`config.mk`:
```
export PLATFORM = sky130hd
export DESIGN_NAME = dmem_arbiter
export DESIGN_NICKNAME = d
export VERILOG_FILES = /design/src/rtl/dmem_arbiter_pkg.sv /design/src/rtl/dmem_arbiter_rr_arb2.sv /design/src/rtl/dmem_arbiter.sv
export SDC_FILE = /design/constraint.sdc
export NUM_CORES = 1
export LEC_CHECK = 0
export BUFFER_PORTS_ARGS = -buffer_cell sky130_fd_sc_hd__clkbuf_2
export CAP_MARGIN = 0
export CELL_PAD_IN_SITES_DETAIL_PLACEMENT = 0
export CELL_PAD_IN_SITES_GLOBAL_PLACEMENT = 1
export CORE_MARGIN = 3
export CORE_UTILIZATION = 38
export CTS_CLUSTER_SIZE = 12
export DETAILED_ROUTE_END_ITERATION = 8
export GPL_ROUTABILITY_DRIVEN = 0
export HOLD_SLACK_MARGIN = 0.1
export PLACE_DENSITY = 0.91
export SYNTH_ARGS = -nofsm -noshare
export SYNTH_HDL_FRONTEND = slang
export SYNTH_SLANG_ARGS = --single-unit
```
`constraint.sdc`:
```
create_clock -name clk -period 2.1 [get_ports clk]
set_input_delay 0.21 -clock clk [delete_from_list [all_inputs] [get_ports clk]]
set_output_delay 0.21 -clock clk [all_outputs]
set_load 0.01 [all_outputs]
```
`src/rtl/dmem_arbiter_pkg.sv`:
```
// Shared types and constants for the data-memory arbiter.
package dmem_arbiter_pkg;

    // Arbiter FSM states
    typedef enum logic [1:0] {
        IDLE   = 2'd0,
        ACCESS = 2'd1,
        RESP   = 2'd2
    } state_e;

    // Number of words in the data memory
    localparam int DMEM_DEPTH = 32;

    // Requester indices
    localparam int PORT_CPU = 0;
    localparam int PORT_DBG = 1;

endpackage

```
`src/rtl/dmem_arbiter_rr_arb2.sv`:
```
// Two-way arbiter: round-robin against the previous winner, or fixed
// priority to port 0. Purely combinational; the history bit lives in the parent.
module rr_arb2 (
    input  logic [1:0] req,
    input  logic       last,
    input  logic       fixed,
    output logic [1:0] win
);

    // One-hot winner; on contention port 0 wins if fixed or if port 1 won last
    always_comb begin
        win = 2'b00;
        unique case (req)
            2'b01:   win = 2'b01;
            2'b10:   win = 2'b10;
            2'b11:   win = (fixed || last) ? 2'b01 : 2'b10;
            default: win = 2'b00;
        endcase
    end

endmodule

```
`src/rtl/dmem_arbiter.sv`:
```
// Serialises CPU and loader/debug accesses onto a single-port data memory.
// Each access takes IDLE -> ACCESS -> RESP; strobes are only active in ACCESS.
module dmem_arbiter
    import dmem_arbiter_pkg::*;
#(
    parameter int DEPTH      = DMEM_DEPTH,
    parameter bit FIXED_PRIO = 1'b0
) (
    input  logic        clk,
    input  logic        rst_n,
    input  logic [1:0]  req,
    input  logic [1:0]  we,
    input  logic [31:0] addr0,
    input  logic [31:0] addr1,
    input  logic [31:0] wdata0,
    input  logic [31:0] wdata1,
    output logic [1:0]  gnt,
    output logic [1:0]  rvalid,
    output logic [31:0] rdata,
    output logic        err,
    output logic        busy,
    output logic        mem_re,
    output logic        mem_we,
    output logic [31:0] mem_addr,
    output logic [31:0] mem_wdata,
    input  logic [31:0] mem_rdata
);

    localparam logic [31:0] DEPTH_W = 32'(DEPTH);

    state_e      state_q, state_d;
    logic        last_q, last_d;
    logic        owner_q, owner_d;
    logic        we_l_q, we_l_d;
    logic [31:0] addr_l_q, addr_l_d;
    logic [31:0] wdata_l_q, wdata_l_d;
    logic [1:0]  gnt_q, gnt_d;
    logic [1:0]  rvalid_q, rvalid_d;
    logic [31:0] rdata_q, rdata_d;
    logic        err_q, err_d;

    logic [1:0]  win;
    logic        in_range;
    logic        in_access;

    rr_arb2 u_arb (
        .req   (req),
        .last  (last_q),
        .fixed (FIXED_PRIO),
        .win   (win)
    );

    // Unsigned compare, so 0xFFFFFFFF is out of range
    assign in_range  = (addr_l_q < DEPTH_W);
    assign in_access = (state_q == ACCESS);

    // Next-state logic: arbitrate in IDLE, perform the access, then respond
    always_comb begin
        state_d   = state_q;
        last_d    = last_q;
        owner_d   = owner_q;
        we_l_d    = we_l_q;
        addr_l_d  = addr_l_q;
        wdata_l_d = wdata_l_q;
        gnt_d     = 2'b00;
        rvalid_d  = 2'b00;
        rdata_d   = rdata_q;
        err_d     = 1'b0;
        unique case (state_q)
            IDLE: begin
                if (|req) begin
                    owner_d   = win[PORT_DBG];
                    last_d    = win[PORT_DBG];
                    we_l_d    = win[PORT_DBG] ? we[PORT_DBG] : we[PORT_CPU];
                    addr_l_d  = win[PORT_DBG] ? addr1 : addr0;
                    wdata_l_d = win[PORT_DBG] ? wdata1 : wdata0;
                    gnt_d     = win;
                    state_d   = ACCESS;
                end
            end
            ACCESS: begin
                rdata_d  = (in_range && !we_l_q) ? mem_rdata : 32'h0;
                err_d    = !in_range;
                rvalid_d = owner_q ? 2'b10 : 2'b01;
                state_d  = RESP;
            end
            RESP: begin
                state_d = IDLE;
            end
            default: begin
                state_d = IDLE;
            end
        endcase
    end

    // State and latch registers; reset makes port 0 the first round-robin winner
    always_ff @(posedge clk or negedge rst_n) begin
        if (!rst_n) begin
            state_q   <= IDLE;
            last_q    <= 1'b1;
            owner_q   <= 1'b0;
            we_l_q    <= 1'b0;
            addr_l_q  <= 32'h0;
            wdata_l_q <= 32'h0;
            gnt_q     <= 2'b00;
            rvalid_q  <= 2'b00;
            rdata_q   <= 32'h0;
            err_q     <= 1'b0;
        end else begin
            state_q   <= state_d;
            last_q    <= last_d;
            owner_q   <= owner_d;
            we_l_q    <= we_l_d;
            addr_l_q  <= addr_l_d;
            wdata_l_q <= wdata_l_d;
            gnt_q     <= gnt_d;
            rvalid_q  <= rvalid_d;
            rdata_q   <= rdata_d;
            err_q     <= err_d;
        end
    end

    // Memory strobes derive from registered state so reset drops them at once
    always_comb begin
        mem_re    = in_access && in_range && !we_l_q;
        mem_we    = in_access && in_range && we_l_q;
        mem_addr  = (in_access && in_range) ? addr_l_q : 32'h0;
        mem_wdata = (in_access && in_range) ? wdata_l_q : 32'h0;
    end

    assign gnt    = gnt_q;
    assign rvalid = rvalid_q;
    assign rdata  = rdata_q;
    assign err    = err_q;
    assign busy   = (state_q != IDLE);

endmodule
```
# == After elaboration in Yosys (flattened, before gate mapping) ==
# Cells that the tools add are included.
# word_totals
register_bits,106
input_bits,166
output_inout_bits,104
word_cells,41
# classes
magnitude_cmp,1
n_eq_ne,5
n_mux,15
reduce_logical,10
# ops
operator,n
$mux 32,5
$lt 32x6->1 const B,1
$mux 2,6
$pmux 2 s3,1
$eq 2x1->1 const B,2
$eq 2x2->1 const B,2
$logic_and 1x1->1,4
$pmux 2 s2,1
$logic_not 1->1,2
$logic_not 2->1,1
$mux 1,2
$ne 2x2->1 const B,1
$reduce_and 2->1,1
$reduce_bool 2->1,1
$reduce_or 2->1,1

# == Logic depth before layout (Yosys ltp) ==
# logic_depth
word_depth,4
mapped_depth,6
ltp_nobuf,4

# == By module ==
# Synthesis repeated with hierarchy kept, for this count alone.
# hier_totals
hier_cells,509
area_unflattened_um2,6003.3
# by_module_without_submodules
mod,instances,cells_each,area_per_inst_um2,seq_area_each_um2
dmem_arbiter,1,505,5980.7,2653.8
rr_arb2,1,4,22.5,0.0

# == Worst setup path after synthesis ==
# OpenSTA, ideal clock, no wires.
# synth_timing
path_type,register to output
from,reg addr_l_q[29]
to,out mem_wdata[21]
arrival_ns,1.457
t_required_ns,1.890
setup_slack_ns,0.433
path_stages_with_launch,5
path_buffers,1
cell_sequence,dfrtp_1 -> nor4_1 -> nand4_2 -> clkbuf_1 -> nor3_1
# synth_between
elab_chain_cells,3
# synth_lines
item,line_no,source
"start, declared",dmem_arbiter.sv:35,"logic [31:0] addr_l_q, addr_l_d;"
"start signal, assigned",dmem_arbiter.sv:114,addr_l_q <= addr_l_d;
$lt 32x6->1,dmem_arbiter.sv:54,assign in_range = (addr_l_q < DEPTH_W);
$logic_and 1x1->1,dmem_arbiter.sv:128,mem_wdata = (in_access && in_range) ? wdata_l_q : 32'h0;
$mux 32,dmem_arbiter.sv:128,
"end, declared",dmem_arbiter.sv:25,"output logic [31:0] mem_wdata,"
# Every way passes these cells.

# == Final worst setup path ==
# layout_timing
from,reg addr_l_q[30]
to,out mem_wdata[28]
# The elaborated chain is that of the path after synthesis.

==> impl_metrics.toml <==
[floorplan]
start_util = 0.392
core_um2 = 14600
die_y_um = 129
die_w_um = 129
pin_count = 270
die_area_um2 = 16600
rows = 44

[layout]
drive_above_1_share = 0.497
regArea_um2 = 2650
final_cell_mix = "clkbuf_2 (206), dfrtp_1 (105), nand2_1 (74)"
nNetsFinal = 918
multi_input_area_um2 = 3020
antenna_cells = 0
final.fill_count = 1286
utilization = 0.540
final_cells = 941
area_growth_pct = 37.7
final_common_cell = "clkbuf_2"

[power_and_ir_drop]
clkPwrFrac = 0.231
intPower_mw = 5.40
p_per_area_nw_per_um2 = 1070
p_seq_frac = 0.382
ir_drop_uv = 639
pwr-share-comb = 0.387
leakage_nw = 3.82
power_mw = 8.43
sw_frac_of_total = 0.359
power_switching_mw = 3.03

[cts]
cts_sinks = 106
cts_max_path_buffers = 2
clk_pin_slew_worst_paths_ns = 0.08
clock-root-buffer = "clkbuf_16"
cts-buffers-inserted = 9
clock_latency_ns = 0.34
cts_tree = "done"
cts-htree-levels = 3

[setup_path]
r2r_setup_slack_ns = 0.19
reg2reg_depth = 7
cp_slowest_cell = "dfrtp_1"
r2r_end = "rdata[0]"
cp-end-kind = "primary output"
crit_path_cell_trace = "nor4_2 > buf_4 > nand4_4 > buf_8 > clkbuf_16 > nor3_4 > buf_2"
arrival_ns = 1.98
slowest_delay_ns = 0.40
critPathRequiredTime_ns = 1.89
cp_max_fo = 4
cp-start-kind = "flip-flop"
r2r_start = "addr_l_q[30]"
crit_type = "flip-flop to primary output"
startpoint = "addr_l_q[30]"
critPathCapture = "mem_wdata[28]"

[status]
violations = "negative setup slack"
status = "finished with violations"

[timing]
clock_skew_ns = 0.00951
fmax_mhz = 457
whs_ns = 0.125
tightest_slew_ns = 0.600
rsz0062_at_grt = "true"
slew_headroom = 0.600
finalCriticalPeriod_ns = 2.19
drv_slew = 0
fin_ws_ns = -0.0901
fin_tns_setup_ns = -1.43
hold_viol = 0
fin_crit_sh = 1.04
finalSetupViolCount = 34

[logic_synthesis]
ys_warn_count = 0
synth_area_leaders = "dfrtp_1 (46%), o221a_1 (13%), o21bai_1 (8.5%), o31ai_2 (6.5%), nand4b_1 (4.9%)"
avgSynthCellArea_um2 = 10.9
yosys_register_bits = 106
synth_cell_type_count = 25
synth_top_area_cell = "dfrtp_1"
syn_area_um2 = 5740
yosysTopAreaCellShare = 0.458
synthCells = 525
seq_area_frac_synth = 0.462

[global_route]
grt_pass1_wl_um = 27500
antenna_found_initial = 0
first_global_vias = 5310
overflow = 0
grt_use_total = 0.208
grt_max_degree = 59

[placement]
dp_hpwl_um = 12300
port_buffers = 242
placed_cells = 915

[route]
drt-vias-per-instance = 5.63
wl_um = 18000
vias = 5299
ant_nets = 0
drc_errors = 0
firstDrtPassIters = 5
wire_per_inst_um = 19.1
drt_iter0_markers = 338

[run]
maxCapViolations = 0

[worst_hold_path]
min_path_type = "primary input to flip-flop"
-- cells by family (layout without fill, tap and decap cells) --
| family | Yosys count | count (layout) | share of synthesized area |
|---|---|---|---|
| other | 1 | 27 | 0.000653 |
| AO/OA/AOI/OAI | 165 | 165 | 0.284 |
| buffers and inverters | 90 | 296 | 0.0815 |
| AND/OR/NAND/NOR | 163 | 163 | 0.172 |
| flip-flops | 106 | 106 | 0.462 |
-- worst min-delay path by stage --
stage	start	end	slack [ns]	depth (start not counted)
2_1_floorplan	rst_n	addr_l_q[0]	-0.09	0
3_3_place_gp	rst_n	rdata[8]	0.16	1
3_5_place_dp	rst_n	err	0.17	1
4_1_cts	mem_rdata[29]	rdata[29]	0.10	3
5_1_grt	wdata1[9]	wdata_l_q[9]	0.11	2
6_report	mem_rdata[29]	rdata[29]	0.12	3
-- synth_stat cells --
master    count
inv_2         4
buf_2        14
o31ai_1       2
nor4_1        3
and2_1        1
nand2b_1      2
nor3_1       18
nand4_2       1
buf_1        10
dfrtp_1     105
nor3_2       21
nor4_2        4
o21bai_1     65
dfstp_2       1
clkbuf_1     32
o21ai_0       2
nand2_1      74
conb_1        1
nand4b_1     32
nand3_1       3
o221a_1      65
o31ai_2      30
buf_4        30
nor2_1        4
o21a_1        1
-- layout make-up --
type / instances / area share
flip-flops and latches: 106 / 0.336
inverters: 4 / 0.00190
repair buffers: 276 / 0.208
multi-input cells: 355 / 0.382
well taps: 184 / 0.0291
clock inverters: 6 / 0.0142
clock buffers: 10 / 0.0290
-- state kept, by name (all words and copies together), names as in the netlist --
| signal | flops |
|---|---|
| addr_l_q | 32 |
| gnt | 2 |
| rdata | 32 |
| we_l_q | 1 |
| owner_q | 1 |
| last_q | 1 |
| err | 1 |
| rvalid | 2 |
| state_q | 2 |
| wdata_l_q | 32 |
-- critical path, delay by kind of cell (launching register included) --
kind	cells	cell delay, ns
and+or+nand+nor	3	0.55
DFF	1	0.40
buffers and inverters	4	0.68
-- what timing repair did --
action | in CTS | in global routing
gates resized for setup | 31 | 64
cloned | 3 | 2
pin swaps | 19 | 11
buffers inserted | 6 | 0
endpoints found under the setup margin | 39 | 39
hold buffers | 1 | 0
endpoints found under the hold margin | 27 | 0
-- power by group through the flow --
stage               logic (mW)  clock network [mW]  registers (mW)
detailed placement        3.16                   0            3.18
CTS                       3.21                1.99            3.21
global placement          3.09                   0            3.14
global route              3.56                2.09            3.30
finish                    3.26                1.95            3.22
floorplan                 2.35                   0            3.04
-- layer usage --
layer / vias to the layer above / track usage / wire length, um
met4: 0 / 0.0976 / 433
met2: 279 / 0.342 / 8920
li1: 2398 / - / -
met1: 2587 / 0.263 / 7290
met5: - / 0 / 0
met3: 35 / 0.0415 / 1340
-- stage by stage --
| stage | setup WS [ns] | cell area [um2] |
|---|---|---|
| 2_1_floorplan | 0.433 | 5840 |
| 3_3_place_gp | 0.186 | 7100 |
| 3_5_place_dp | 0.143 | 7100 |
| 4_1_cts | -0.120 | 7730 |
| 5_1_grt | -0.239 | 7910 |
| 6_report | -0.0901 | 7910 |
No activity file was read; power rests on OpenSTA's default activity.
